<file path="src/rtl/expu_pkg.sv">
// Shared types and limits for the exponential-unit stream controller.
package expu_pkg;

  typedef enum logic [1:0] {
    EXPU_IDLE,
    EXPU_RUN,
    EXPU_DRAIN,
    EXPU_DONE
  } expu_ctrl_state_e;

  localparam int EXPU_MAX_LATENCY = 8;

endpackage

</file>
<file path="src/rtl/expu_stream_ctrl_if.sv">
// Valid/ready handshake pair at both ends of the exponential row datapath.
interface expu_stream_ctrl_if;

  logic in_valid;
  logic in_ready;
  logic out_valid;
  logic out_ready;

  modport master (
    output in_valid,
    output out_ready,
    input  in_ready,
    input  out_valid
  );

  modport slave (
    input  in_valid,
    input  out_ready,
    output in_ready,
    output out_valid
  );

endinterface

</file>
<file path="src/rtl/expu_valid_pipe.sv">
// Enable-gated valid shift register that mirrors datapath occupancy.
// The whole pipe freezes only while the tail holds an undelivered result.
module expu_valid_pipe #(
  parameter int LATENCY = 2
) (
  input  logic clk_i,
  input  logic rst_ni,
  input  logic clear,
  input  logic in_vld,
  input  logic out_rdy,
  output logic tail_vld,
  output logic enable
);

  logic [LATENCY-1:0] vld_q;

  assign tail_vld = vld_q[LATENCY-1];
  assign enable   = ~tail_vld | out_rdy;

  // Truncating the concatenation drops the old tail bit and works for LATENCY=1.
  always_ff @(posedge clk_i or negedge rst_ni) begin
    if (!rst_ni) begin
      vld_q <= '0;
    end else if (clear) begin
      vld_q <= '0;
    end else if (enable) begin
      vld_q <= LATENCY'({vld_q, in_vld});
    end
  end

endmodule

</file>
<file path="src/rtl/expu_stream_ctrl.sv">
// Converts valid/ready streams into the exponential datapath's global enable/clear,
// counts accepted and delivered elements of a job and pulses done_o at the end.
module expu_stream_ctrl
  import expu_pkg::*;
#(
  parameter int LATENCY   = 2,
  parameter int CNT_WIDTH = 16
) (
  input  logic                 clk_i,
  input  logic                 rst_ni,
  input  logic                 clear_i,
  input  logic                 start_i,
  input  logic [CNT_WIDTH-1:0] len_i,
  output logic                 busy_o,
  output logic                 done_o,
  expu_stream_ctrl_if.slave    strm,
  output logic                 enable_o,
  output logic                 clear_o,
  output logic [CNT_WIDTH-1:0] in_cnt_o,
  output logic [CNT_WIDTH-1:0] out_cnt_o
);

  expu_ctrl_state_e     state_q, state_d;
  logic [CNT_WIDTH-1:0] len_q, in_cnt_q, out_cnt_q;
  logic [CNT_WIDTH-1:0] in_cnt_inc, out_cnt_inc;
  logic                 done_q;
  logic                 tail_vld, pipe_en;
  logic                 in_ready, accept, deliver, start_idle;

  assign start_idle  = (state_q == EXPU_IDLE) & start_i;
  assign clear_o     = clear_i | start_idle;
  assign in_ready    = (state_q == EXPU_RUN) & pipe_en & (in_cnt_q != len_q) & ~clear_i;
  assign accept      = strm.in_valid & in_ready;
  assign deliver     = tail_vld & strm.out_ready;
  assign in_cnt_inc  = in_cnt_q + 1'b1;
  assign out_cnt_inc = out_cnt_q + 1'b1;

  assign strm.in_ready  = in_ready;
  assign strm.out_valid = tail_vld;
  assign enable_o       = pipe_en;
  assign busy_o         = (state_q == EXPU_RUN) | (state_q == EXPU_DRAIN);
  assign done_o         = done_q;
  assign in_cnt_o       = in_cnt_q;
  assign out_cnt_o      = out_cnt_q;

  expu_valid_pipe #(
    .LATENCY (LATENCY)
  ) u_valid_pipe (
    .clk_i    (clk_i),
    .rst_ni   (rst_ni),
    .clear    (clear_o),
    .in_vld   (accept),
    .out_rdy  (strm.out_ready),
    .tail_vld (tail_vld),
    .enable   (pipe_en)
  );

  always_comb begin
    state_d = state_q;
    case (state_q)
      EXPU_IDLE:  if (start_i) state_d = (len_i == '0) ? EXPU_DONE : EXPU_RUN;
      EXPU_RUN:   if (accept && (in_cnt_inc == len_q)) state_d = EXPU_DRAIN;
      EXPU_DRAIN: if (deliver && (out_cnt_inc == len_q)) state_d = EXPU_DONE;
      EXPU_DONE:  state_d = EXPU_IDLE;
      default:    state_d = EXPU_IDLE;
    endcase
    if (clear_i) state_d = EXPU_IDLE;
  end

  always_ff @(posedge clk_i or negedge rst_ni) begin
    if (!rst_ni) begin
      state_q <= EXPU_IDLE;
      done_q  <= 1'b0;
    end else begin
      state_q <= state_d;
      done_q  <= (state_q == EXPU_DONE) & ~clear_i;
    end
  end

  // Counters hold their final values after a job until the next start or clear.
  always_ff @(posedge clk_i or negedge rst_ni) begin
    if (!rst_ni) begin
      len_q     <= '0;
      in_cnt_q  <= '0;
      out_cnt_q <= '0;
    end else if (clear_i) begin
      in_cnt_q  <= '0;
      out_cnt_q <= '0;
    end else if (start_idle) begin
      len_q     <= len_i;
      in_cnt_q  <= '0;
      out_cnt_q <= '0;
    end else begin
      if (accept)  in_cnt_q  <= in_cnt_inc;
      if (deliver) out_cnt_q <= out_cnt_inc;
    end
  end

endmodule
</file>
<file path="src/flat_wrapper.sv">
// flat-port wrapper written by rule: the top's interface ports become plain ports
module expu_stream_ctrl_flat import expu_pkg::*;
#(
  parameter int LATENCY   = 2,
  parameter int CNT_WIDTH = 16
)
  (clk_i, rst_ni, clear_i, start_i, len_i, busy_o, done_o, enable_o, clear_o, in_cnt_o, out_cnt_o, strm_in_valid, strm_out_ready, strm_in_ready, strm_out_valid);
  expu_stream_ctrl_if strm_i ();
  input  logic clk_i;
  input  logic rst_ni;
  input  logic clear_i;
  input  logic start_i;
  input  logic [CNT_WIDTH-1:0] len_i;
  output logic busy_o;
  output logic done_o;
  output logic enable_o;
  output logic clear_o;
  output logic [CNT_WIDTH-1:0] in_cnt_o;
  output logic [CNT_WIDTH-1:0] out_cnt_o;
  input wire logic [$bits(strm_i.in_valid)-1:0] strm_in_valid;
  input wire logic [$bits(strm_i.out_ready)-1:0] strm_out_ready;
  output wire logic [$bits(strm_i.in_ready)-1:0] strm_in_ready;
  output wire logic [$bits(strm_i.out_valid)-1:0] strm_out_valid;
  assign strm_i.in_valid = strm_in_valid;
  assign strm_i.out_ready = strm_out_ready;
  assign strm_in_ready = strm_i.in_ready;
  assign strm_out_valid = strm_i.out_valid;
  expu_stream_ctrl #(.LATENCY(LATENCY), .CNT_WIDTH(CNT_WIDTH)) u_core (.clk_i(clk_i), .rst_ni(rst_ni), .clear_i(clear_i), .start_i(start_i), .len_i(len_i), .busy_o(busy_o), .done_o(done_o), .strm(strm_i), .enable_o(enable_o), .clear_o(clear_o), .in_cnt_o(in_cnt_o), .out_cnt_o(out_cnt_o));
endmodule
</file>
<file path="config.mk">
export PLATFORM = sky130hd
export DESIGN_NAME = expu_stream_ctrl_flat
export DESIGN_NICKNAME = d
export VERILOG_FILES = /design/src/rtl/expu_pkg.sv /design/src/rtl/expu_stream_ctrl_if.sv /design/src/rtl/expu_valid_pipe.sv /design/src/rtl/expu_stream_ctrl.sv /design/src/flat_wrapper.sv
export SDC_FILE = /design/constraint.sdc
export NUM_CORES = 1
export LEC_CHECK = 0
export BUFFER_PORTS_ARGS = -buffer_cell sky130_fd_sc_hd__buf_2
export CORE_ASPECT_RATIO = 0.7
export CORE_MARGIN = 5
export CORE_UTILIZATION = 45
export CTS_CLUSTER_DIAMETER = 50
export DETAILED_ROUTE_END_ITERATION = 10
export GPL_TIMING_DRIVEN = 0
export PLACE_DENSITY = 0.66
export SYNTH_ARGS = -nofsm -noshare
export SYNTH_HDL_FRONTEND = slang
export SYNTH_SLANG_ARGS = --single-unit
</file>
<file path="constraint.sdc">
create_clock -name clk_i -period 3.54 [get_ports clk_i]
set_clock_uncertainty 0.1 [all_clocks]
set_input_delay 0.354 -clock clk_i [delete_from_list [all_inputs] [get_ports clk_i]]
set_output_delay 0.354 -clock clk_i [all_outputs]
set_load 0.02 [all_outputs]
</file>
Yosys cells after proc, flatten, opt, wreduce, memory -nomap -nowiden
Index checks and enable logic that the tools add are counted.
W data, S select, Z words.
Storage, ports and cells
  memory bits (writable): 0
  bits in registers: 53
  word-level logic and storage cells: 52
  latch bits: 0
  bits in read-only memories: 0
  memories: 0
Cells by class
  $mul: 0
  mux-type cells: 14
  order comparisons: 0
  eq/ne operators: 9
  $add $sub $neg: 2
  bitwise gates (word level): 12
  shifts and indexed selects: 0
  divide/modulo/power cells: 0
  reduce and logical (&&, ||, !) cells: 9
Operator list (number)
  $mux W16: 6
  $add A16 B1 Y16 const B: 2
  $eq A16 B16 Y1: 2
  $logic_not A16 Y1: 1
  $ne A16 B16 Y1: 1
  $mux W2: 7
  $ne A3 B3 Y1 const B: 3
  $pmux W2 S4: 1
  $and A1 B1 Y1: 7
  $reduce_bool A3 Y1: 2
  $eq A2 B2 Y1 const B: 2
  $or A1 B1 Y1: 3
  $reduce_and A3 Y1: 1
  $eq A2 B1 Y1 const B: 1
  $logic_and A1 B1 Y1: 2
  $logic_not A2 Y1: 1
  $not A1 Y1: 2
  $reduce_and A2 Y1: 1
  $reduce_bool A2 Y1: 1

Longest topological paths before layout
Gate-level depths: netlist (run 1).
  depth in word-level cells: 10
  depth in mapped cells: 10
  mapped depth without buffers: 9

Modules after synthesis
From an unflattened synthesis (run 1), not the netlist that was laid out.
Second synthesis, totals
  cells, all modules: 392
  area total of the unflattened synthesis: 3629.7 um^2
By module, submodules not included
  expu_stream_ctrl: seq. area each 1276.2 um^2, area each 3539.6 um^2, instances 1, cells each 384
  expu_valid_pipe: seq. area each 50.0 um^2, area each 90.1 um^2, instances 1, cells each 8

Worst setup path after synthesis (run 1)
Ideal clock, no wire load.
  kind: flip-flop to flip-flop
  start point: register u_core.in_cnt_q[0], in the netlist u_core.in_cnt_o[0]
  end point: register u_core.state_q[0]
  data arrival time: 2.494 ns
  slack: 0.852 ns
  required time: 3.346 ns
  buffers on the path: 0
  stages on the path, launching flop included: 10
  cell sequence: dfrtp_1 > ha_1 > nand3_1 > or2_4 > o31a_1 > a2111oi_4 > nand4b_2 > a21oi_2 > nand2_2 > a221oi_2
On the way
  cells in the longest elaborated chain, start to end: 7
  elaborated cells between the ends (all ways): 9
Ends and longest elaborated chain
  start: declaration: line expu_stream_ctrl.sv:24  | logic [CNT_WIDTH-1:0] len_q, in_cnt_q, out_cnt_q;
  start signal: assignment: line expu_stream_ctrl.sv:94  | if (accept) in_cnt_q <= in_cnt_inc;
  parallel branches: the longest is 4 deep, another holds $add A16 B1 Y16
  $logic_and A1 B1 Y1 (*): line expu_stream_ctrl.sv:62  | EXPU_RUN: if (accept && (in_cnt_inc == len_q)) state_d = EXPU_DRAIN;
  $ne A3 B3 Y1 (no line) (*)
  $reduce_and A3 Y1 (no line) (*)
  end signal: assignment: line expu_stream_ctrl.sv:75  | state_q <= state_d;
  end: declaration: line expu_stream_ctrl.sv:23  | expu_ctrl_state_e state_q, state_d;
Mark *: on every way between the ends.
A chain may end at the register's enable or synchronous reset.

Worst setup path after layout (run 1)
  start point: register u_core.in_cnt_q[5], in the netlist u_core.in_cnt_o[5]
  end point: register u_core.in_cnt_q[3], in the netlist u_core.in_cnt_o[3]
On the way
  cells in the longest elaborated chain, start to end: 5
Ends and longest elaborated chain
  $ne A16 B16 Y1: line expu_stream_ctrl.sv:32  | assign in_ready = (state_q == EXPU_RUN) & pipe_en & (in_cnt_q != len_q) & ~clear_i;
  $and A1 B1 Y1 (2 in a row): line expu_stream_ctrl.sv:32
  $and A1 B1 Y1: line expu_stream_ctrl.sv:33  | assign accept = strm.in_valid & in_ready;
  $reduce_bool A3 Y1 (no line)
No other way between the ends.

==> qor.yml, run 1 <==
cp_max_fo: 10
clkLatencyLatePin_ns: 0.29
violations: "negative hold slack"
yosysWarnings: 0
ys_top_cells_by_count: "dfrtp_1, xnor2_1, nor2_1, xor2_1, nand2_1"
wire_per_inst_microns: 17.41
die_h_microns: 84.31
worstPathRequired_ns: 3.60
drv_cap: 0
finalHoldViolCount: 13
synth_edf_count: 0
dieArea_sq_um: 9793
drv_slew: 0
min_path_type: "in2async"
timing.final.crit_share_pct: 86.20
drt-total-wl_microns: 9558
cp.depth: 9
die_w_microns: 116.2
critPathMaxStageDelay_ns: 0.52
cts.path.max_buffers: 2
core.rowCount: 27
vias: 3062
synth_cell_types: 57
cts_tree: "built"
stdcell_area_sq_um: 4164
drcViolationCount: 0
critPathKind: "reg2reg"
yosysTopAreaCellShare_pct: 37.36
grt_pass1_wl_microns: 15390
crit_buf_inv: 2
drive_gt1_share_pct: 23.66
path_cells: "buf_4 > xnor2_1 > nand4_1 > or4_1 > o21ai_1 > buf_2 > nor2_1 > xnor2_1 > nor2_1"
critPathCaptureType: "flop"
dp_hpwl_microns: 7324
antennaDiodeCount: 0
slowest_stage: "or4_1"
dpl_cell_area_sq_um: 3971
track_usage_pct: 19.95
cts_sinks: 53
synth.net_count: 409
coreArea_sq_um: 7770
grt-ovfl-total: 0
grt_antenna_before_repair: 0
synth.avg_cell_area_sq_um: 9.317
synthFlopType: "dfrtp_1"
yosys-top-cells-area: "dfrtp_1, xnor2_1, xor2_1"
first_global_vias: 2916
min_period_ns: 3.052
syn_area_sq_um: 3550
post_cts_buffers: 0
multi_input_area_sq_um: 2092
leakage_uw: 0.001791
ios: 60
rr_startpoint: "u_core.in_cnt_o[5]"
fill_cells: 742
startpoint_type: "flop"
vdd_drop_max_uv: 358.7
cts.hold.buffers_added: 0
port_buffers: 59
clkTransAtPathRegs_ns: 0.07
setup_tns_ns: 0
numCtsBuffers: 5
setup_violations: 0
rsz0062_at_grt: "no"
async_flop_share_pct: 100.0
p_per_area_nw_per_um2: 554.0
layout.nets: 475
gp_congestion: 0.9170
hold_ws_ns: -0.01355
synth_area_leader_cell: "dfrtp_1"
grt_max_degree: 54
cts_resized: 0
ys_ff_latch: 53
start_util_pct: 45.68
postSynthCellCount: 381
slew_headroom_pct: 54.13
tightest_slew_ns: 0.6881
critPathTopFamily: "simple AND/OR/NAND/NOR gates"
synth_seq_area_share_pct: 37.36
max_freq_ghz: 0.3277
status: "finished with violations"
drtIter0Drc: 240
dr.pass1.iters: 5
vias_per_cell: 5.577
cts-root-buf: "clkbuf_16"
rr_worst_depth: 9
h-tree-depth: 2
seq_area_sq_um: 1326
syn_to_final_growth_pct: 17.31
synth_most_common_cell: "dfrtp_1"
cp-startpoint: "u_core.in_cnt_o[5]"
arrival_ns: 3.11
ant_nets: 0
[layout make-up]
| class | instances | area share, % |
|---|---|---|
| Sequential cell | 53 | 31.85 |
| Tap cell | 101 | 3.035 |
| Timing Repair Buffer | 59 | 7.151 |
| Buffer | 24 | 2.704 |
| Clock buffer | 5 | 3.005 |
| Clock inverter | 3 | 1.563 |
| Multi-Input combinational cell | 299 | 50.24 |
| Inverter | 5 | 0.4507 |
[path summary, 6_finish.rpt]
kind,end,slack (ns)
worst max-delay path,u_core.in_cnt_o[3],0.49
worst min register to register,u_core.u_valid_pipe.vld_q[1],0.41
max in group asynchronous,u_core.len_q[7],2.87
min in group clk_i,u_core.len_q[14],0.22
worst max register to register,u_core.in_cnt_o[3],0.49
worst min-delay path,u_core.in_cnt_o[13],-0.01
[placed cells by master (no fill, tap or decap), types with 11 or more instances in the layout]
cell and count:
buf_2 66, nor2_1 42, nand2_1 21, xor2_1 27, mux2_2 17, nor4_1 14
nor3_1 18, dfrtp_1 53, clkbuf_1 12, nand3_1 19, xnor2_1 47, nand4_1 11
[layer usage]
| layer | wire length [microns] | up-vias | GRT usage (%) |
|---|---|---|---|
| met4 | 39 | 0 | 2.950 |
| met3 | 700 | 4 | 4.395 |
| met5 | 0 | - | 0 |
| met1 | 4914 | 1481 | 31.87 |
| met2 | 3903 | 110 | 27.73 |
| li1 | - | 1467 | - |
[state kept, by name, indices dropped and copies added, names as in the netlist]
name / cells
u_core.out_cnt_o: 16
u_core.done_o: 1
u_core.u_valid_pipe.vld_q: 2
u_core.in_cnt_o: 16
u_core.state_q: 2
u_core.len_q: 16
[through the flow]
stage	std cells	utilization (%)	setup WS (ns)	power, uW
2_1_floorplan	381	-	0.8520	1460
3_3_place_gp	541	51.11	0.6164	1641
3_5_place_dp	541	51.11	0.5688	1672
4_1_cts	549	53.56	0.5480	2313
5_1_grt	549	53.59	0.3199	2436
6_report	549	53.59	0.4885	2307
[power breakdown]
group	total, uW	leakage, uW	internal [uW]	switching (uW)
sequential	833	0.000703	710	123
combinational	845	0.000994	386	459
clock	629	0.0000938	404	225
[logic make-up after synthesis]
| family | Yosys count | share of synthesized area (%) |
|---|---|---|
| fa+ha+maj | 6 | 2.115 |
| compound gates | 38 | 7.896 |
| flops | 53 | 37.36 |
| mux | 19 | 5.957 |
| buf+inv | 29 | 3.701 |
| simple gates | 162 | 24.71 |
| xor+xnor | 74 | 18.26 |
Note: power is estimated with default switching activity, not from simulation.
==> run 2, diff against run 1 <==
ABC_AREA = 1   (was default)
CORE_UTILIZATION = 58   (was 45)
PLACE_DENSITY = 0.81   (was 0.66)
==> qor.yml, run 2 <==
tightest_slew_ns: 0.7012  # +0.01316 ns
wire_per_inst_microns: 14.78  # -15%
slew_headroom_pct: 53.25  # -0.88 points
cts_sinks: 53  # unchanged
drv_cap: 0  # unchanged
mostFrequentLayoutCell: "nand2_1"
start_util_pct: 60.62  # +15 points
startpoint_type: "flop"
drt-total-wl_microns: 11040  # +15%
regToRegSetupSlack_ns: 0.83  # +0.34 ns
clkLatencyLatePin_ns: 0.31  # +0.02 ns
dieArea_sq_um: 8376  # -14%
swShare_pct: 43.22  # +8.2 points
rr_worst_depth: 9  # unchanged
synthSimpleGateAreaFrac_pct: 40.65  # +16 points
cp_max_fo: 9  # -1
vdd_drop_max_uv: 349.3  # -2.6%
synth_compound_gate_area_share_pct: 9.674  # +1.8 points
grt-ovfl-total: 0  # unchanged
ys_top_cells_by_count: "nand2_1, inv_1, nand3_1, dfrtp_1, nor2_1"
port_buffers: 59  # unchanged
p_comb_share_pct: 41.0  # +4.4 points
ant_nets: 0  # unchanged
critPathMaxStageDelay_ns: 0.45  # -0.07 ns
synth_mux_area_share_pct: 0  # -6.0 points
slowest_stage: "clkinv_1"
synth_cell_types: 31  # -46%
drcViolationCount: 0  # unchanged
coreArea_sq_um: 6336  # -18%
violations: "negative hold slack"
synthXorXnorAreaFrac_pct: 3.225  # -15 points
min_period_ns: 2.712  # -0.3399 ns
ios: 60  # unchanged
ys_ff_latch: 53  # unchanged
yosysWarnings: 0  # unchanged
yosysTopAreaCellShare_pct: 34.53  # -2.8 points
pwr-share-clk_pct: 17.4  # -9.9 points
synth_most_common_cell: "nand2_1"
die_w_microns: 107.3  # -7.7%
drtIter0Drc: 350  # +46%
grt_pass1_wl_microns: 18110  # +18%
grt_max_degree: 54  # unchanged
cts_tree: "built"
cts-root-buf: "clkbuf_8"
gp_congestion: 0.9024  # -1.6%
vias_per_cell: 5.470  # -1.9%
status: "finished with violations"
pwr-share-seq_pct: 41.5  # +5.4 points
finalHoldViolCount: 29  # +16
path_cells: "inv_1 > ha_1 > nand2_1 > inv_1 > nor2_2 > inv_1 > nor2_2 > clkinv_1 > o21ai_0"
h-tree-depth: 2  # unchanged
dp_hpwl_microns: 8763  # +20%
worstPathRequired_ns: 3.67  # +0.07 ns
drv_slew: 0  # unchanged
cts.path.max_buffers: 2  # unchanged
mostFrequentLayoutCells: "nand2_1, inv_1, buf_2"
synth_top_family_by_area: "simple AND/OR/NAND/NOR gates"
rsz0062_at_grt: "no"
cts.hold.buffers_added: 0  # unchanged
crit_top_cell: "inv_1"
synth_seq_area_share_pct: 34.53  # -2.8 points
die_h_microns: 78.09  # -7.4%
min_path_type: "in2async"
rr_startpoint: "u_core.state_q[0]"
syn_to_final_growth_pct: 12.87
layout.cells.non_filler: 747  # +36%
layout.nets: 683  # +44%
post_cts_buffers: 0  # unchanged
synth.net_count: 617  # +51%
postSynthCellCount: 589  # +55%
yosys-top-cells-area: "dfrtp_1, nand2_1, inv_1"
vias: 4086  # +33%
critPathKind: "reg2reg"
max_freq_ghz: 0.3688  # +13%
core.rowCount: 24  # -11%
clkTransAtPathRegs_ns: 0.10  # +0.03 ns
drive_gt1_share_pct: 14.94  # -8.7 points
dr.pass1.iters: 5  # unchanged
p_per_area_nw_per_um2: 463.0  # -16%
synthAdderAreaFrac_pct: 1.954  # -0.16 points
critPathTopFamily: "buffers and inverters"
synthFlopType: "dfrtp_1"
synth_area_leader_cell: "dfrtp_1"
crit_buf_inv: 4  # +2
async_flop_share_pct: 100.0  # unchanged
setup_tns_ns: 0  # unchanged
timing.final.crit_share_pct: 76.60  # -9.6 points
critPathCaptureType: "flop"
leakage_uw: 0.002261  # +26%
p_int_uw: 1140  # -24%
numCtsBuffers: 5  # unchanged
r2r_end: "u_core.out_cnt_o[1]"
p_sw_uw: 867.4  # +7.5%
dp_cells: 739  # +37%
antennaDiodeCount: 0  # unchanged
synth.avg_cell_area_sq_um: 6.522  # -30%
setup_violations: 0  # unchanged
cts_resized: 0  # unchanged
grt_antenna_before_repair: 0  # unchanged
syn_area_sq_um: 3841  # +8.2%
synth_edf_count: 0  # unchanged
first_global_vias: 3783  # +30%
arrival_ns: 2.84  # -0.27 ns
track_usage_pct: 27.15  # +7.2 points
hold_ws_ns: -0.02870  # -0.01514 ns
## run 2: cell families (layout without fill, tap and decap cells)
kind of cell               count (synthesis)  count (layout)
xor gates and xnor gates                  11              11
buffers and inverters                    101             168
and+or+nand+nor                          353             353
AOI/OAI and AO/OA                         65              65
DFF                                       53              53
adders and majority gates                  6               6
## run 2: final cells by class
cell class,count,area (sq um)
Multi-Input combinational cell,435,2132
Buffer,6,25.02
Clock buffer,6,72.57
Timing Repair Buffer,59,297.8
Inverter,95,357.8
Sequential cell,53,1326
Clock inverter,2,10.01
Tap cell,91,113.9
Fill cell,570,2001
## run 2: layer usage
metal,track usage (%),wire length (microns),vias up
li1,-,-,1999
met1,39.62,5130,1901
met2,41.57,4776,168
met3,5.246,957,18
met4,6.897,174,0
met5,0,0,-
## run 2: power by group through the flow
stage               logic (uW)  registers [uW]  clock network [uW]
floorplan                  608             801                   0
global placement           791             840                   0
detailed placement         810             843                   0
CTS                        815             830                 355
global route               946             845                 373
finish                     824             834                 349
## run 2: stage by stage
step                hold slack, ns  area (sq um)  setup slack, ns  power [uW]  utilization [%]
floorplan                 -0.04159          3841            1.487        1409                -
global placement            0.3921          4250           0.9487        1631            67.08
detailed placement          0.4200          4250           0.9049        1652            67.08
CTS                         0.1489          4333           0.8903        2000            68.38
global route               0.04133          4335           0.6145        2164            68.42
finish                    -0.02870          4335           0.8284        2007            68.42
## run 2: worst max path at each step
| stage | start | end | slack (ns) | depth (start not counted) |
|---|---|---|---|---|
| after floorplan | u_core.out_cnt_o[1] | u_core.state_q[0] | 1.49 | 12 |
| after global placement | u_core.state_q[0] | u_core.out_cnt_o[1] | 0.95 | 9 |
| after detailed placement | u_core.state_q[0] | u_core.out_cnt_o[1] | 0.90 | 9 |
| after CTS | u_core.state_q[0] | u_core.out_cnt_o[1] | 0.89 | 9 |
| after global routing | u_core.state_q[0] | u_core.out_cnt_o[1] | 0.61 | 9 |
| final | u_core.state_q[0] | u_core.out_cnt_o[1] | 0.83 | 9 |
==> run 3, diff against run 2 <==
clock period = 2.5 ns   (was 3.54 ns; I/O delays follow)
==> qor.yml, run 3 (synthesis results as in run 2) <==
postLayoutCoreUtil_pct: 68.88  # +0.45 points
status: "finished, final reports clean"
leakage_uw: 0.002264  # +0.17%
rr_startpoint: "u_core.out_cnt_o[0]"
wire_per_inst_microns: 14.76  # -0.14%
ant_nets: 0  # unchanged
p_sw_uw: 1242  # +43%
mostFrequentLayoutCell: "nand2_1"
antennaDiodeCount: 0  # unchanged
numCtsBuffers: 5  # unchanged
grt_max_degree: 54  # unchanged
critPathKind: "reg2reg"
dp_hpwl_microns: 8763  # unchanged
cp_max_fo: 5  # -4
critPathTopFamily: "simple AND/OR/NAND/NOR gates"
h-tree-depth: 2  # unchanged
startpoint_type: "flop"
port_buffers: 59  # unchanged
cts-root-buf: "clkbuf_8"
regToRegSetupSlack_ns: 0.17  # -0.66 ns
drtIter0Drc: 327  # -6.6%
tightest_slew_ns: 0.7083  # +0.007039 ns
start_util_pct: 60.62  # unchanged
post_cts_buffers: 0  # unchanged
vias: 4042  # -1.1%
gp_congestion: 0.9024  # unchanged
first_global_vias: 3783  # unchanged
max_freq_ghz: 0.4283  # +16%
dr.pass1.iters: 5  # unchanged
p_comb_share_pct: 41.2  # +0.2 points
pwr-share-clk_pct: 17.4  # about the same
min_path_type: "in2reg"
rr_worst_depth: 15  # +6
hold_ws_ns: 0.04735  # +0.07605 ns
drcViolationCount: 0  # unchanged
dp_cells: 739  # unchanged
timing.final.crit_share_pct: 93.39  # +17 points
cp-endpoint: "u_core.state_q[1]"
vias_per_cell: 5.404  # -1.2%
vdd_drop_max_uv: 495.6  # +42%
finalHoldViolCount: 0  # -100%
drive_gt1_share_pct: 15.37  # +0.43 points
pwr-share-seq_pct: 41.4  # about the same
rsz0062_at_grt: "no"
drv_cap: 0  # unchanged
r2r_end: "u_core.state_q[1]"
track_usage_pct: 27.15  # unchanged
mostFrequentLayoutCells: "nand2_1, inv_1, buf_2"
layout.nets: 684  # +0.15%
clkLatencyLatePin_ns: 0.32  # about the same
setup_violations: 0  # unchanged
slowest_stage: "dfrtp_1"
grt_pass1_wl_microns: 18110  # unchanged
syn_to_final_growth_pct: 13.62
slew_headroom_pct: 52.78  # -0.47 points
critPathMaxStageDelay_ns: 0.44  # about the same
cp-startpoint: "u_core.out_cnt_o[0]"
min_period_ns: 2.335  # -0.3770 ns
grt_antenna_before_repair: 0  # unchanged
swShare_pct: 43.46  # +0.25 points
setup_tns_ns: 0  # unchanged
critPathCaptureType: "flop"
core.rowCount: 24  # unchanged
cp.depth: 15  # +6
p_per_area_nw_per_um2: 654.7  # +41%
cts_tree: "built"
drt-total-wl_microns: 11040  # about the same
crit_top_cell: "nand2_1"
coreArea_sq_um: 6336  # unchanged
p_int_uw: 1615  # +42%
crit_buf_inv: 0  # -4
dieArea_sq_um: 8376  # unchanged
ios: 60  # unchanged
arrival_ns: 2.44  # -0.40 ns
clkTransAtPathRegs_ns: 0.10  # about the same
cts_sinks: 53  # unchanged
die_h_microns: 78.09  # unchanged
die_w_microns: 107.3  # unchanged
layout.cells.non_filler: 748  # +0.13%
worstPathRequired_ns: 2.61  # -1.06 ns
path_cells: "ha_1 > nand2_1 > nand2_1 > nand2_1 > nand2_1 > nor2_1 > nand3_1 > nor2_1 > nand2_1 > nor2_1 > nand3_1 > nand2_1 > nand3_1 > nand2_1 > nor2_1"
drv_slew: 0  # unchanged
grt-ovfl-total: 0  # unchanged
cts.path.max_buffers: 2  # unchanged
==> run 3: cell count changes in the layout (fill, tap and decap cells not counted) <==
cell	previous run	this run
clkinv_1	1	0
clkinv_2	3	4
dlygate4sd3_1	0	1
inv_1	93	92
inv_2	0	1
nor2_1	45	44
nor2_2	13	11
nor2_4	3	6
o21ai_0	32	31
o21ai_1	2	3
==> run 3: power by group through the flow <==
stage | Combinational (uW) | Clock (uW) | Sequential, uW
floorplan | 861 | 0 | 1130
global placement | 1120 | 0 | 1190
detailed placement | 1150 | 0 | 1190
CTS | 1150 | 502 | 1180
global route | 1340 | 529 | 1200
finish | 1180 | 498 | 1180
==> run 3: final cells by class <==
cell class / count / area (sq um)
Timing Repair Buffer: 60 / 307.8
Sequential cell: 53 / 1326
Tap cell: 91 / 113.9
Buffer: 6 / 25.02
Clock buffer: 6 / 72.57
Inverter: 95 / 359.1
Fill cell: 566 / 1972
Clock inverter: 2 / 10.01
Multi-Input combinational cell: 435 / 2150
==> run 3: through the flow <==
stage          total power, uW  instance area, sq um  setup WS (ns)
2_1_floorplan             1994                  3841         0.4471
3_3_place_gp              2310                  4250       -0.09127
5_1_grt                   3068                  4364        0.01806
6_report                  2857                  4364         0.1653
3_5_place_dp              2339                  4250        -0.1351
4_1_cts                   2832                  4334        0.01981
==> run 3: how the worst min path moves through the flow <==
stage	start	end	slack, ns	cells past startpoint
after floorplan	rst_ni	u_core.done_o	-0.15	0
after global placement	clear_i	u_core.done_o	0.37	2
after detailed placement	clear_i	u_core.done_o	0.38	2
after CTS	clear_i	u_core.done_o	0.04	2
after global routing	clear_i	u_core.done_o	0.05	2
final	clear_i	u_core.done_o	0.05	2
==> run 3: worst register-to-register path: stages (launching register included) <==
cell,delay (ns)
dfrtp_1,0.44
ha_1,0.25
nand2_1,0.18
nand2_1,0.11
nand2_1,0.08
nand2_1,0.06
nor2_1,0.11
nand3_1,0.08
nor2_1,0.13
nand2_1,0.06
nor2_1,0.18
nand3_1,0.11
nand2_1,0.14
nand3_1,0.09
nand2_1,0.07
nor2_1,0.05
==> run 3: per-layer routing <==
metal	global-route usage [%]	vias to the layer above	wire [microns]
met3	5.246	22	965
met4	6.897	0	206
li1	-	2001	-
met5	0	-	0
met1	39.62	1843	5213
met2	41.57	176	4651
==> run 3: timing repair <==
item,in CTS,in global routing
pin swaps,0,0
cloned,0,0
hold buffers,0,1
resized for setup,1,6
hold endpoints to repair,0,53
endpoints found under the setup margin,9,11
